==> src/rtl/rr_mux4_pkg.sv <==
// Shared types and constants for the four-port round-robin mux arbiter.
// Imported by the picker, the handshake interface and the top.
package rr_mux4_pkg;

  typedef enum logic {
    IDLE = 1'b0,
    FULL = 1'b1
  } state_t;

  localparam int NPORT  = 4;
  localparam int SEL_W  = 2;
  localparam int DATA_W = 4;

  localparam logic [SEL_W-1:0] PTR_RST = 2'd3;

  function automatic logic [NPORT-1:0] onehot(
    input logic [SEL_W-1:0] i
  );
    logic [NPORT-1:0] r;
    r    = '0;
    r[i] = 1'b1;
    return r;
  endfunction

endpackage

==> src/rtl/rr_mux4_arb_if.sv <==
// Producer/consumer bundle of the arbiter: four request ports plus
// the registered downstream valid/ready channel and status.
interface rr_mux4_arb_if
  import rr_mux4_pkg::*;
#(
  parameter int CNT_W = 8
) ();

  logic [NPORT-1:0]  req;
  logic [DATA_W-1:0] inA;
  logic [DATA_W-1:0] inB;
  logic [DATA_W-1:0] inC;
  logic [DATA_W-1:0] inD;
  logic              out_ready;
  logic [DATA_W-1:0] out;
  logic              out_valid;
  logic [SEL_W-1:0]  sel;
  logic [NPORT-1:0]  ack;
  logic [CNT_W-1:0]  xfer_cnt;

  modport master (
    output req, inA, inB, inC, inD, out_ready,
    input  out, out_valid, sel, ack, xfer_cnt
  );

  modport slave (
    input  req, inA, inB, inC, inD, out_ready,
    output out, out_valid, sel, ack, xfer_cnt
  );

endinterface

==> src/rtl/mux4_1_4b.sv <==
// Shared 4:1 mux of 4-bit words.
// Only the selected input reaches y.
module mux4_1_4b (
  input  logic [3:0] a,
  input  logic [3:0] b,
  input  logic [3:0] c,
  input  logic [3:0] d,
  input  logic [1:0] s,
  output logic [3:0] y
);

  always_comb begin
    y = 4'd0;
    unique case (s)
      2'd0: y = a;
      2'd1: y = b;
      2'd2: y = c;
      2'd3: y = d;
      default: y = 4'd0;
    endcase
  end

endmodule

==> src/rtl/rr_pick4.sv <==
// Combinational round-robin picker: first eligible port after ptr,
// wrapping around so ptr itself is checked last.
module rr_pick4
  import rr_mux4_pkg::*;
(
  input  logic [NPORT-1:0] eligible,
  input  logic [SEL_W-1:0] ptr,
  output logic             any,
  output logic [SEL_W-1:0] winner
);

  logic [SEL_W-1:0] idx;

  // Walk farthest to nearest so the nearest hit overwrites the rest.
  always_comb begin
    any    = 1'b0;
    winner = ptr;
    idx    = '0;
    for (int k = NPORT; k >= 1; k--) begin
      idx = ptr + SEL_W'(k);
      if (eligible[idx]) begin
        any    = 1'b1;
        winner = idx;
      end
    end
  end

endmodule

==> src/rtl/rr_mux4_arb.sv <==
// Round-robin arbiter sharing mux4_1_4b among four 4-bit producers,
// with a registered valid/ready output and saturating transfer count.
module rr_mux4_arb
  import rr_mux4_pkg::*;
#(
  parameter int CNT_W = 8
) (
  input  logic          clk,
  input  logic          rst,
  rr_mux4_arb_if.slave  bus
);

  state_t            state_q;
  state_t            state_d;
  logic [SEL_W-1:0]  ptr_q;
  logic [DATA_W-1:0] out_q;
  logic [SEL_W-1:0]  sel_q;
  logic [NPORT-1:0]  ack_q;
  logic [CNT_W-1:0]  cnt_q;

  logic [NPORT-1:0]  eligible;
  logic              any;
  logic [SEL_W-1:0]  winner;
  logic [DATA_W-1:0] mux_y;
  logic              valid;
  logic              can_load;
  logic              grant;
  logic              xfer;

  // A port whose ack is visible cannot win again for the same word.
  assign eligible = bus.req & ~ack_q;
  assign valid    = (state_q == FULL);
  assign can_load = !valid || bus.out_ready;
  assign grant    = can_load && any;
  assign xfer     = valid && bus.out_ready;

  rr_pick4 u_pick (
    .eligible (eligible),
    .ptr      (ptr_q),
    .any      (any),
    .winner   (winner)
  );

  mux4_1_4b u_mux (
    .a (bus.inA),
    .b (bus.inB),
    .c (bus.inC),
    .d (bus.inD),
    .s (winner),
    .y (mux_y)
  );

  always_comb begin
    state_d = state_q;
    unique case (state_q)
      IDLE: if (grant) state_d = FULL;
      FULL: if (bus.out_ready && !grant) state_d = IDLE;
      default: state_d = IDLE;
    endcase
  end

  always_ff @(posedge clk) begin
    if (rst) begin
      state_q <= IDLE;
      ptr_q   <= PTR_RST;
      out_q   <= '0;
      sel_q   <= '0;
      ack_q   <= '0;
      cnt_q   <= '0;
    end else begin
      state_q <= state_d;
      ack_q   <= '0;
      if (grant) begin
        out_q <= mux_y;
        sel_q <= winner;
        ack_q <= onehot(winner);
        ptr_q <= winner;
      end
      if (xfer && (cnt_q != '1)) begin
        cnt_q <= cnt_q + CNT_W'(1);
      end
    end
  end

  assign bus.out       = out_q;
  assign bus.out_valid = valid;
  assign bus.sel       = sel_q;
  assign bus.ack       = ack_q;
  assign bus.xfer_cnt  = cnt_q;

endmodule

==> src/flat_wrapper.sv <==
// flat-port wrapper written by rule: the top's interface ports become plain ports
module rr_mux4_arb_flat import rr_mux4_pkg::*;
#(
  parameter int CNT_W = 8
)
  (clk, rst, bus_req, bus_inA, bus_inB, bus_inC, bus_inD, bus_out_ready, bus_out, bus_out_valid, bus_sel, bus_ack, bus_xfer_cnt);
  rr_mux4_arb_if #(.CNT_W(CNT_W)) bus_i ();
  input  logic clk;
  input  logic rst;
  input wire logic [$bits(bus_i.req)-1:0] bus_req;
  input wire logic [$bits(bus_i.inA)-1:0] bus_inA;
  input wire logic [$bits(bus_i.inB)-1:0] bus_inB;
  input wire logic [$bits(bus_i.inC)-1:0] bus_inC;
  input wire logic [$bits(bus_i.inD)-1:0] bus_inD;
  input wire logic [$bits(bus_i.out_ready)-1:0] bus_out_ready;
  output wire logic [$bits(bus_i.out)-1:0] bus_out;
  output wire logic [$bits(bus_i.out_valid)-1:0] bus_out_valid;
  output wire logic [$bits(bus_i.sel)-1:0] bus_sel;
  output wire logic [$bits(bus_i.ack)-1:0] bus_ack;
  output wire logic [$bits(bus_i.xfer_cnt)-1:0] bus_xfer_cnt;
  assign bus_i.req = bus_req;
  assign bus_i.inA = bus_inA;
  assign bus_i.inB = bus_inB;
  assign bus_i.inC = bus_inC;
  assign bus_i.inD = bus_inD;
  assign bus_i.out_ready = bus_out_ready;
  assign bus_out = bus_i.out;
  assign bus_out_valid = bus_i.out_valid;
  assign bus_sel = bus_i.sel;
  assign bus_ack = bus_i.ack;
  assign bus_xfer_cnt = bus_i.xfer_cnt;
  rr_mux4_arb #(.CNT_W(CNT_W)) u_core (.clk(clk), .rst(rst), .bus(bus_i));
endmodule
==> config.mk <==
export PLATFORM = sky130hd
export DESIGN_NAME = rr_mux4_arb_flat
export DESIGN_NICKNAME = d
export VERILOG_FILES = /design/src/rtl/rr_mux4_pkg.sv /design/src/rtl/rr_mux4_arb_if.sv /design/src/rtl/mux4_1_4b.sv /design/src/rtl/rr_pick4.sv /design/src/rtl/rr_mux4_arb.sv /design/src/flat_wrapper.sv
export SDC_FILE = /design/constraint.sdc
export NUM_CORES = 1
export LEC_CHECK = 0
export BUFFER_PORTS_ARGS = -buffer_cell sky130_fd_sc_hd__buf_2
export CAP_MARGIN = 0
export CELL_PAD_IN_SITES_DETAIL_PLACEMENT = 1
export CELL_PAD_IN_SITES_GLOBAL_PLACEMENT = 1
export CORE_ASPECT_RATIO = 0.8
export CORE_UTILIZATION = 30
export CTS_CLUSTER_DIAMETER = 150
export DETAILED_ROUTE_END_ITERATION = 10
export PLACE_DENSITY_LB_ADDON = 0.1
export SLEW_MARGIN = 15
export SYNTH_ARGS = -nofsm -noshare
export SYNTH_HDL_FRONTEND = slang
export SYNTH_SLANG_ARGS = --single-unit
==> constraint.sdc <==
create_clock -name clk -period 1.7 [get_ports clk]
set_clock_uncertainty 0.05 [all_clocks]
set_input_delay 0.255 -clock clk [delete_from_list [all_inputs] [get_ports clk]]
set_output_delay 0.255 -clock clk [all_outputs]
set_load 0.02 [all_outputs]
After elaboration in Yosys (flattened, before gate mapping)
Index checks and enable logic that the tools add are counted.
- bits in latches: 0
- output and inout port bits: 19
- memories kept: 0
- logic and storage cells: 55
- ROM bits: 0
- bits of input ports: 23
- RAM bits: 0
- register bits after elaboration: 21
- $lt $le $gt $ge: 6
- bitwise logic cells: 4
- reduce and logical (&&, ||, !) cells: 10
- add/sub/neg operators: 4
- divide/modulo/power cells: 0
- multipliers: 0
- multiplexer cells: 21
- shift-type cells: 0
- equal/unequal tests: 4
- operators by type and width (kind ; number):
    one-hot mux 4 bit (4 select lines) ; 1
    < comparator 2 x 3 -> 1 bit, second input constant ; 5
    two-way mux 1 bit ; 11
    adder 8 x 1 -> 8 bit, second input constant ; 1
    binary-select mux 1 bit (select 2 bit) ; 4
    inequality test 8 bit, second input constant ; 1
    two-way mux 2 bit ; 3
    logical AND 1 bit ; 5
    adder 2 bit, second input constant ; 2
    AND 4 bit ; 1
    equality test 2 bit, second input constant ; 2
    NOT 4 bit ; 1
    adder 2 x 1 -> 2 bit, second input constant ; 1
    demux 1 bit (select 2 bit) ; 1
    equality test 2 x 1 -> 1 bit, second input constant ; 1
    greater-or-equal comparator 2 x 1 -> 1 bit, second input constant ; 1
    zero test 1 bit ; 2
    zero test 2 bit ; 1
    NOT 1 bit ; 2
    one-hot mux 1 bit (2 select lines) ; 1
    OR reduction 2 bit ; 1
    logical OR 1 bit ; 1

Depth between registers and ports, before layout
Gate-level depths: netlist of the first run.
- depth in word-level cells: 13
- gate-level depth with buffers: 6
- depth with buffers taken out: 6

Hierarchy
A second synthesis of the first run with hierarchy kept.
- cell total of the unflattened synthesis: 113
- area, all modules: 1071.0 µm²
- modules (own cells, without submodules) (module ; instances ; area an instance (µm²) ; cells an instance ; seq. area each (µm²)):
    rr_mux4_arb ; 1 ; 883.3 ; 95 ; 420.4
    mux4_1_4b ; 1 ; 105.1 ; 4 ; 0.0
    rr_pick4 ; 1 ; 82.6 ; 14 ; 0.0

Worst setup path after synthesis of the first run
Ideal clock, no wire load.
- kind: register to register
- start: reg u_core.ack_q[1], in the netlist u_core.bus.ack[1]
- end: reg u_core.ack_q[0], in the netlist u_core.bus.ack[0]
- slack: -0.006 ns
- arrival time: 1.590 ns
- clock period less this slack: 1.706 ns
- data required time: 1.584 ns
- setup time: 0.066 ns
- buffers on the path: 1
- cell stages (with the launch flop): 7
- cell sequence: dfxtp_1 nor2b_4 buf_6 a22o_4 a21o_4 or3_4 a21oi_2
- word-level cells in the longest chain between the ends: 11
- elaborated cells on any way between the ends: 25
- those cells by class: 2 x order compare; 17 x mux; 3 x bitwise; 3 x reduce/logical
- RTL lines (element ; RTL line ; source):
    start: declaration ; rr_mux4_arb.sv:18 ; logic [NPORT-1:0] ack_q;
    start signal: assignment ; rr_mux4_arb.sv:76 ; ack_q <= onehot(winner);
    NOT 4 bit (*) ; rr_mux4_arb.sv:31 ; assign eligible = bus.req & ~ack_q;
    AND 4 bit (*) ; rr_mux4_arb.sv:31 ;
    binary-select mux 1 bit (select 2 bit) ; rr_pick4.sv:21 ; if (eligible[idx]) begin
    two-way mux 1 bit (implied by the code) ; rr_pick4.sv:21 ;
    two-way mux 2 bit or two-way mux 1 bit (tied branches) (3 in a row) ; rr_pick4.sv:21 ;
    < comparator 2 x 3 -> 1 bit (implied by the code), or another cell as far along ; rr_mux4_pkg.sv:21 ; r[i] = 1'b1;
    logical AND 1 bit, on equally long branches ; rr_mux4_pkg.sv:21, rr_mux4_arb.sv:34 ;
    two-way mux 1 bit (implied by the code) or NOT 1 bit (tied branches) ; -- ;
    demux 1 bit (select 2 bit) or OR reduction 2 bit (tied branches) ; -- ;
Every way passes the cells marked *; elsewhere a longest branch is shown, timed or not. The select of a mux whose other input is x is not followed.
A chain may end at the register's enable or synchronous reset.

Final worst setup path of the first run
- start: reg u_core.ptr_q[0]
- end: reg u_core.out_q[2], in the netlist u_core.bus.out[2]
- word-level cells in the longest chain between the ends: 8
- elaborated cells on any way between the ends: 24
- those cells by class: 3 x add/sub; 3 x eq/ne; 16 x mux; 2 x reduce/logical
- RTL lines (element ; RTL line ; source):
    start: declaration ; rr_mux4_arb.sv:15 ; logic [SEL_W-1:0] ptr_q;
    start signal: assignment ; rr_mux4_arb.sv:77 ; ptr_q <= winner;
    adder 2 bit ; rr_pick4.sv:20 ; idx = ptr + SEL_W'(k);
    binary-select mux 1 bit (select 2 bit) ; rr_pick4.sv:21 ;
    two-way mux 1 bit (implied by the code) ; rr_pick4.sv:21 ;
    two-way mux 2 bit (3 in a row) ; rr_pick4.sv:21 ;
    equality test 2 bit, or another cell as far along ; mux4_1_4b.sv:14 ; unique case (s)
    one-hot mux 4 bit (4 select lines) ; mux4_1_4b.sv:14 ;
    end signal: assignment ; rr_mux4_arb.sv:74 ; out_q <= mux_y;
    end: declaration ; rr_mux4_arb.sv:16 ; logic [DATA_W-1:0] out_q;
Several ways; a longest one is shown, not always the timed one. The select of a mux whose other input is x is not followed.

==> metrics.cfg, run 1 <==
[worst_hold_path]
hold_depth=3
whs_endpoint=u_core.bus.out[1]
hp-class=input pin to flop
worstHoldStart=bus_inB[1]

[timing]
setup_viol=4
finalHoldViolations=0
slew_headroom_pct=77.1
period_needed_ns=1.74
min_period_over_period_pct=102
rsz0062_at_grt=true
tightestPinTransition_ns=0.340
setup_slack_ns=-0.0400
slew_violations=0
timing.fmax_mhz=575

[placed_design]
dpl.hpwl_um=3020
placed_cells=249
globalplace.congestion=0.795
postPlaceCellArea_um2=1600
numPortBuffers=41

[logic_synthesis]
synthSimpleGateAreaFrac_pct=26.5
yosysSeqAreaShare_pct=33.8
synth.area.mux_share_pct=0
synth-edff-count=0
synth_fa_ha_area_share_pct=1.01
syn_avg_cell_area_um2=8.57
netlist_area_um2=1240
synth_top_family_by_area=compound AO/OA/AOI/OAI gates
synthArstFlopShare_pct=0
synth_top_flop_cell=dfxtp_1
synthCells=145
ys_ff_latch=21
yosys.cell_types.count=51
synth_compound_area_share_pct=27.3
synth_xor_area_share_pct=4.23
synthesis.nets=169
yosys_warnings=0

[setup_path]
worst_r2r_endpoint=u_core.bus.out[2]
rr_worst_depth=6
crit_type=flop to flop
cp_slowest_cell=or4bb_4
r2r-start=u_core.ptr_q[0]
cp.arrival_ns=1.84
path_cells=or4bb_4 > o41ai_2 > nor3_2 > buf_4 > o221ai_1 > o22ai_1
r2r_setup_slack_ns=-0.04
required_ns=1.80
startpoint=u_core.ptr_q[0]
cpPeakStageDelay_ns=0.57
critical_path_peak_fanout=5
crit_path_end_kind=flop
startpoint_type=flop

[pwr]
swShare_pct=36.5
power_uw=1680
power_density_nw_per_um2=938
p_sw_uw=615
leakage_uw=0.000793
p_comb_share_pct=44.4
p_int_uw=1070
p_clk_share_pct=20.0
seq_power_share_pct=35.6
ir_drop_mv=0.443

[drt]
drt_pass1_iterations=4
via_count=1358
drt_iter0_drc=66
routed_wirelength_um=3940
antenna_left=0
detail_route.wl_per_cell_um=15.1
routed_via_density=5.20
post-route-drc-count=0

[final_layout]
final_common_cell=buf_2
antenna_cells=0
final_core_util_pct=46.3
area_growth_syn_to_layout_pct=44.4
num-nets-final=231
stdcell_area_um2=1790
layout-drive-gt1-share_pct=46.1
mostFrequentLayoutCells=buf_2 (41), buf_4 (21), dfxtp_1 (16), inv_1 (10), nand2_1 (10)
layout.cells.non_filler=261

[clock_network]
cts_hold_buf=0
clkSinkCount=21
clockBufferDepth=2
tritoncts=built
htree_levels=1
cts_buffers=3
clkLatencyLatePin_ns=0.26
cts.clk_slew.worst_paths_ns=0.08
root_buffer=clkbuf_8

[floorplan]
die_y_um=59.6
die_area_um2=4400
rows=20
start_util_pct=32.0
fp.coreArea_um2=3880
die-width_um=74.0
num_io_pins=42

[global_route]
grt_max_degree=18
grt_antenna_before_repair=0
first_global_vias=1309
grt_pass1_wl_um=6330
grt_use_total_pct=19.3
overflow=0

[status]
failed_checks=setup timing
outcome=complete, but fails checks

[run]
cap_violations=0

Yosys cell counts, drive strengths merged, types with 3 or more instances:
library cell,number,share of area (%)
nor3,9,4.0
nor2,11,3.3
nand3,4,1.6
a211oi,4,2.4
o22ai,4,2.0
nand2b,6,3.0
inv,11,3.3
o221ai,4,2.8
a21oi,7,3.1
buf,6,3.2
dfxtp,21,34
nand2,10,3.0
xnor2,5,3.5
a221oi,4,2.8
nor2b,3,2.1
o21ai,5,2.0
registers in the layout, summed over array words and instances (netlist names):
register / cells
u_core.ptr_q: 2
u_core.bus.xfer_cnt: 8
u_core.bus.out_valid: 1
u_core.bus.sel: 2
u_core.bus.ack: 4
u_core.bus.out: 4
area by class of cell:
cell class | count | area, um2
inverter | 11 | 43.8
clock buffer | 4 | 45.0
timing repair buffer | 65 | 414
tap | 55 | 68.8
multi-input combinational | 105 | 793
fill | 498 | 2080
sequential | 21 | 429
routing by layer:
layer	up-vias	track usage, %	part of all wire [%]
li1	660	-	-
met1	663	26.5	48
met2	31	31.2	47
met3	4	4.08	3.6
met4	0	4.12	0.71
met5	-	0	0
how the worst max path moves through the flow:
stage	to	cells after the start
3_3_place_gp	u_core.ptr_q[0]	9
3_5_place_dp	u_core.ptr_q[0]	9
5_1_grt	u_core.bus.out[1]	6
2_1_floorplan	u_core.bus.out[2]	5
6_report	u_core.bus.out[2]	6
4_1_cts	u_core.bus.out[2]	6
kinds of logic after synthesis:
group           after synthesis
simple gates                 57
compound gates               41
flops                        21
buf+inv                      19
xor+xnor                      6
fa+ha+maj                     1
per-stage QoR:
| stage | TNS (ns) | setup slack, ns | hold slack [ns] |
|---|---|---|---|
| final | -0.111 | -0.0400 | 0.224 |
| after detailed placement | -0.623 | -0.154 | 0.405 |
| after floorplan | 0 | 0.0269 | 0.390 |
| after CTS | -0.0261 | -0.0152 | 0.220 |
| after global routing | -0.460 | -0.0923 | 0.241 |
| after global placement | -0.242 | -0.0807 | 0.394 |
worst max-delay path, delay by kind of cell, from the launching register on:
kind,cells,cell delay [ns]
and+or+nand+nor,2,0.66
AOI/OAI and AO/OA,3,0.39
DFF,1,0.35
buffers and inverters,1,0.17
repair_timing:
action,in CTS,in global routing
endpoints found under the setup margin,6,7
setup buffers,4,4
pin swaps,5,4
gates resized for setup,11,9
power by group through the flow:
stage / sequential (uW) / clock (uW) / combinational, uW
5_1_grt: 610 / 367 / 803
3_5_place_dp: 604 / 0 / 651
3_3_place_gp: 601 / 0 / 634
4_1_cts: 597 / 343 / 704
6_report: 599 / 337 / 747
2_1_floorplan: 656 / 0 / 348
No activity file was read; power rests on OpenSTA's default activity.
==> inputs of run 2 (changes only) <==
Settings changed: BUFFER_PORTS_ARGS -buffer_cell sky130_fd_sc_hd__buf_2 to -buffer_cell sky130_fd_sc_hd__buf_4, CELL_PAD_IN_SITES_DETAIL_PLACEMENT 1 to 0.
==> run 2 against run 1 <==
Effect of this change:
- the flow now finishes without violations
- hold slack about the same
- setup slack better by 0.057 ns
- sequential share of layout area fell by 1.7 points
- combinational power increased by 8.3%
- sequential cell count unchanged
- clock-buffer cell count down 1
- clock power shrank 1%
- die area unchanged
- maximum frequency up 3.4%
- largest power group unchanged
==> metrics.cfg, run 2 (synthesis results as in run 1) <==
[global_route]
grt_use_total_pct=17.6
overflow=0
first_global_vias=1164
grt_pass1_wl_um=5680
grt_max_degree=18
grt_antenna_before_repair=0

[drt]
routed_via_density=4.96
antenna_left=0
post-route-drc-count=0
drt_iter0_drc=74
detail_route.wl_per_cell_um=14.5
via_count=1290
routed_wirelength_um=3770
drt_pass1_iterations=4

[floorplan]
die_y_um=59.6
die-width_um=74.0
die_area_um2=4400
num_io_pins=42
fp.coreArea_um2=3880
start_util_pct=32.0
rows=20

[setup_path]
r2r-start=u_core.bus.ack[1]
cp_num_buf_inv=1
startpoint_type=flop
path_cells=nor2b_4 > buf_6 > a22o_4 > a21o_4 > or3_4 > a21oi_2
crit_type=flop to flop
startpoint=u_core.bus.ack[1]
cp_slowest_cell=or3_4
crit_path_end_kind=flop
required_ns=1.86
critical_path_peak_fanout=7
cpPeakStageDelay_ns=0.40
cp.arrival_ns=1.84
cpLargestDelayFamily=compound AO/OA/AOI/OAI gates

[clock_network]
tritoncts=built
cts.clk_slew.worst_paths_ns=0.09
root_buffer=clkbuf_8
htree_levels=1
clkSinkCount=21
clockBufferDepth=2
cts_hold_buf=0
clkLatencyLatePin_ns=0.27
cts_buffers=3

[worst_hold_path]
worstHoldStart=bus_inB[1]
hp-class=input pin to flop

[run]
cap_violations=0

[timing]
period_needed_ns=1.68
hold-worst-slack_ns=0.224
slew_violations=0
setup_viol=0
slew_headroom_pct=76.8
finalHoldViolations=0
tightestPinTransition_ns=0.349
rsz0062_at_grt=true
min_period_over_period_pct=99.0
timing.fmax_mhz=594
setup_slack_ns=0.0170

[final_layout]
stdcell_area_um2=1930
antenna_cells=0
num-nets-final=230
mostFrequentLayoutCells=buf_4 (63), dfxtp_1 (17), inv_1 (10), nand2_1 (10), nor2_1 (9)
largest_reg_flops=8
final_common_cell=buf_4
area_growth_syn_to_layout_pct=55.0
layout-drive-gt1-share_pct=48.3

[placed_design]
numPortBuffers=41
dpl.hpwl_um=2670
place_ws_ns=-0.162
globalplace.congestion=0.809
postPlaceCellArea_um2=1690

[pwr]
power_density_nw_per_um2=906
ir_drop_mv=0.536
leakage_uw=0.000824

[status]
outcome=completed

[run 2: cell count changes in the layout (fill, tap and decap cells not counted), moves of 2 or more]
cell and change:
nor2b_2 -2, buf_2 -41, a221oi_2 +3, buf_4 +42, buf_12 -2, o21ai_1 +2
o21ai_0 -2, nor2_2 -2, a221oi_1 -3
[run 2: repair_timing]
item | CTS | global route
resized for setup | 7 | 24
endpoints found under the setup margin | 5 | 5
endpoints found under the hold margin | 0 | 0
gates cloned | 0 | 0
pin swaps | 2 | 8
buffers inserted | 0 | 8
[run 2: metal layers]
| layer | share of wire [%] | track usage, % |
|---|---|---|
| met5 | 0 | 0 |
| met4 | 0.61 | 5.49 |
| met3 | 5.2 | 4.93 |
| met2 | 46 | 25.1 |
| met1 | 49 | 25.3 |
[run 2: area by class of cell]
class	instances	area [um2]
clock buffer	3	41.3
clock inverter	1	5.00
fill	382	1950
inverter	11	41.3
multi-input combinational	105	857
sequential	21	428
tap	55	68.8
timing repair buffer	64	484
[run 2: final timing paths]
kind	end	slack [ns]	cells after the start
max	u_core.bus.ack[0]	0.02	6
min	u_core.bus.out[1]	0.22	3
max reg2reg	u_core.bus.ack[0]	0.02	6
min reg2reg	u_core.bus.out[2]	0.42	2
[run 2: power breakdown]
part,internal [uW],switching [uW],total [uW],leakage (uW)
clock,163,170,333,0.0000255
combinational,391,418,809,0.000625
sequential,553,48.7,602,0.000173
[run 2: worst reg2reg max path, stage by stage, from the launching register on]
cell and delay, ns:
dfxtp_4 0.39, nor2b_4 0.07, buf_6 0.12, a22o_4 0.25, a21o_4 0.24, or3_4 0.40
a21oi_2 0.11
[run 2: stage by stage]
stage / std cells / util (%) / setup TNS, ns / total power, uW
CTS: 252 / 45.5 / -0.00549 / 1620
detailed placement: 249 / 43.6 / -0.639 / 1270
finish: 260 / 49.6 / 0 / 1740
global route: 260 / 49.6 / -0.122 / 1840
floorplan: 145 / - / 0 / 1000
global placement: 249 / 43.6 / -0.530 / 1260
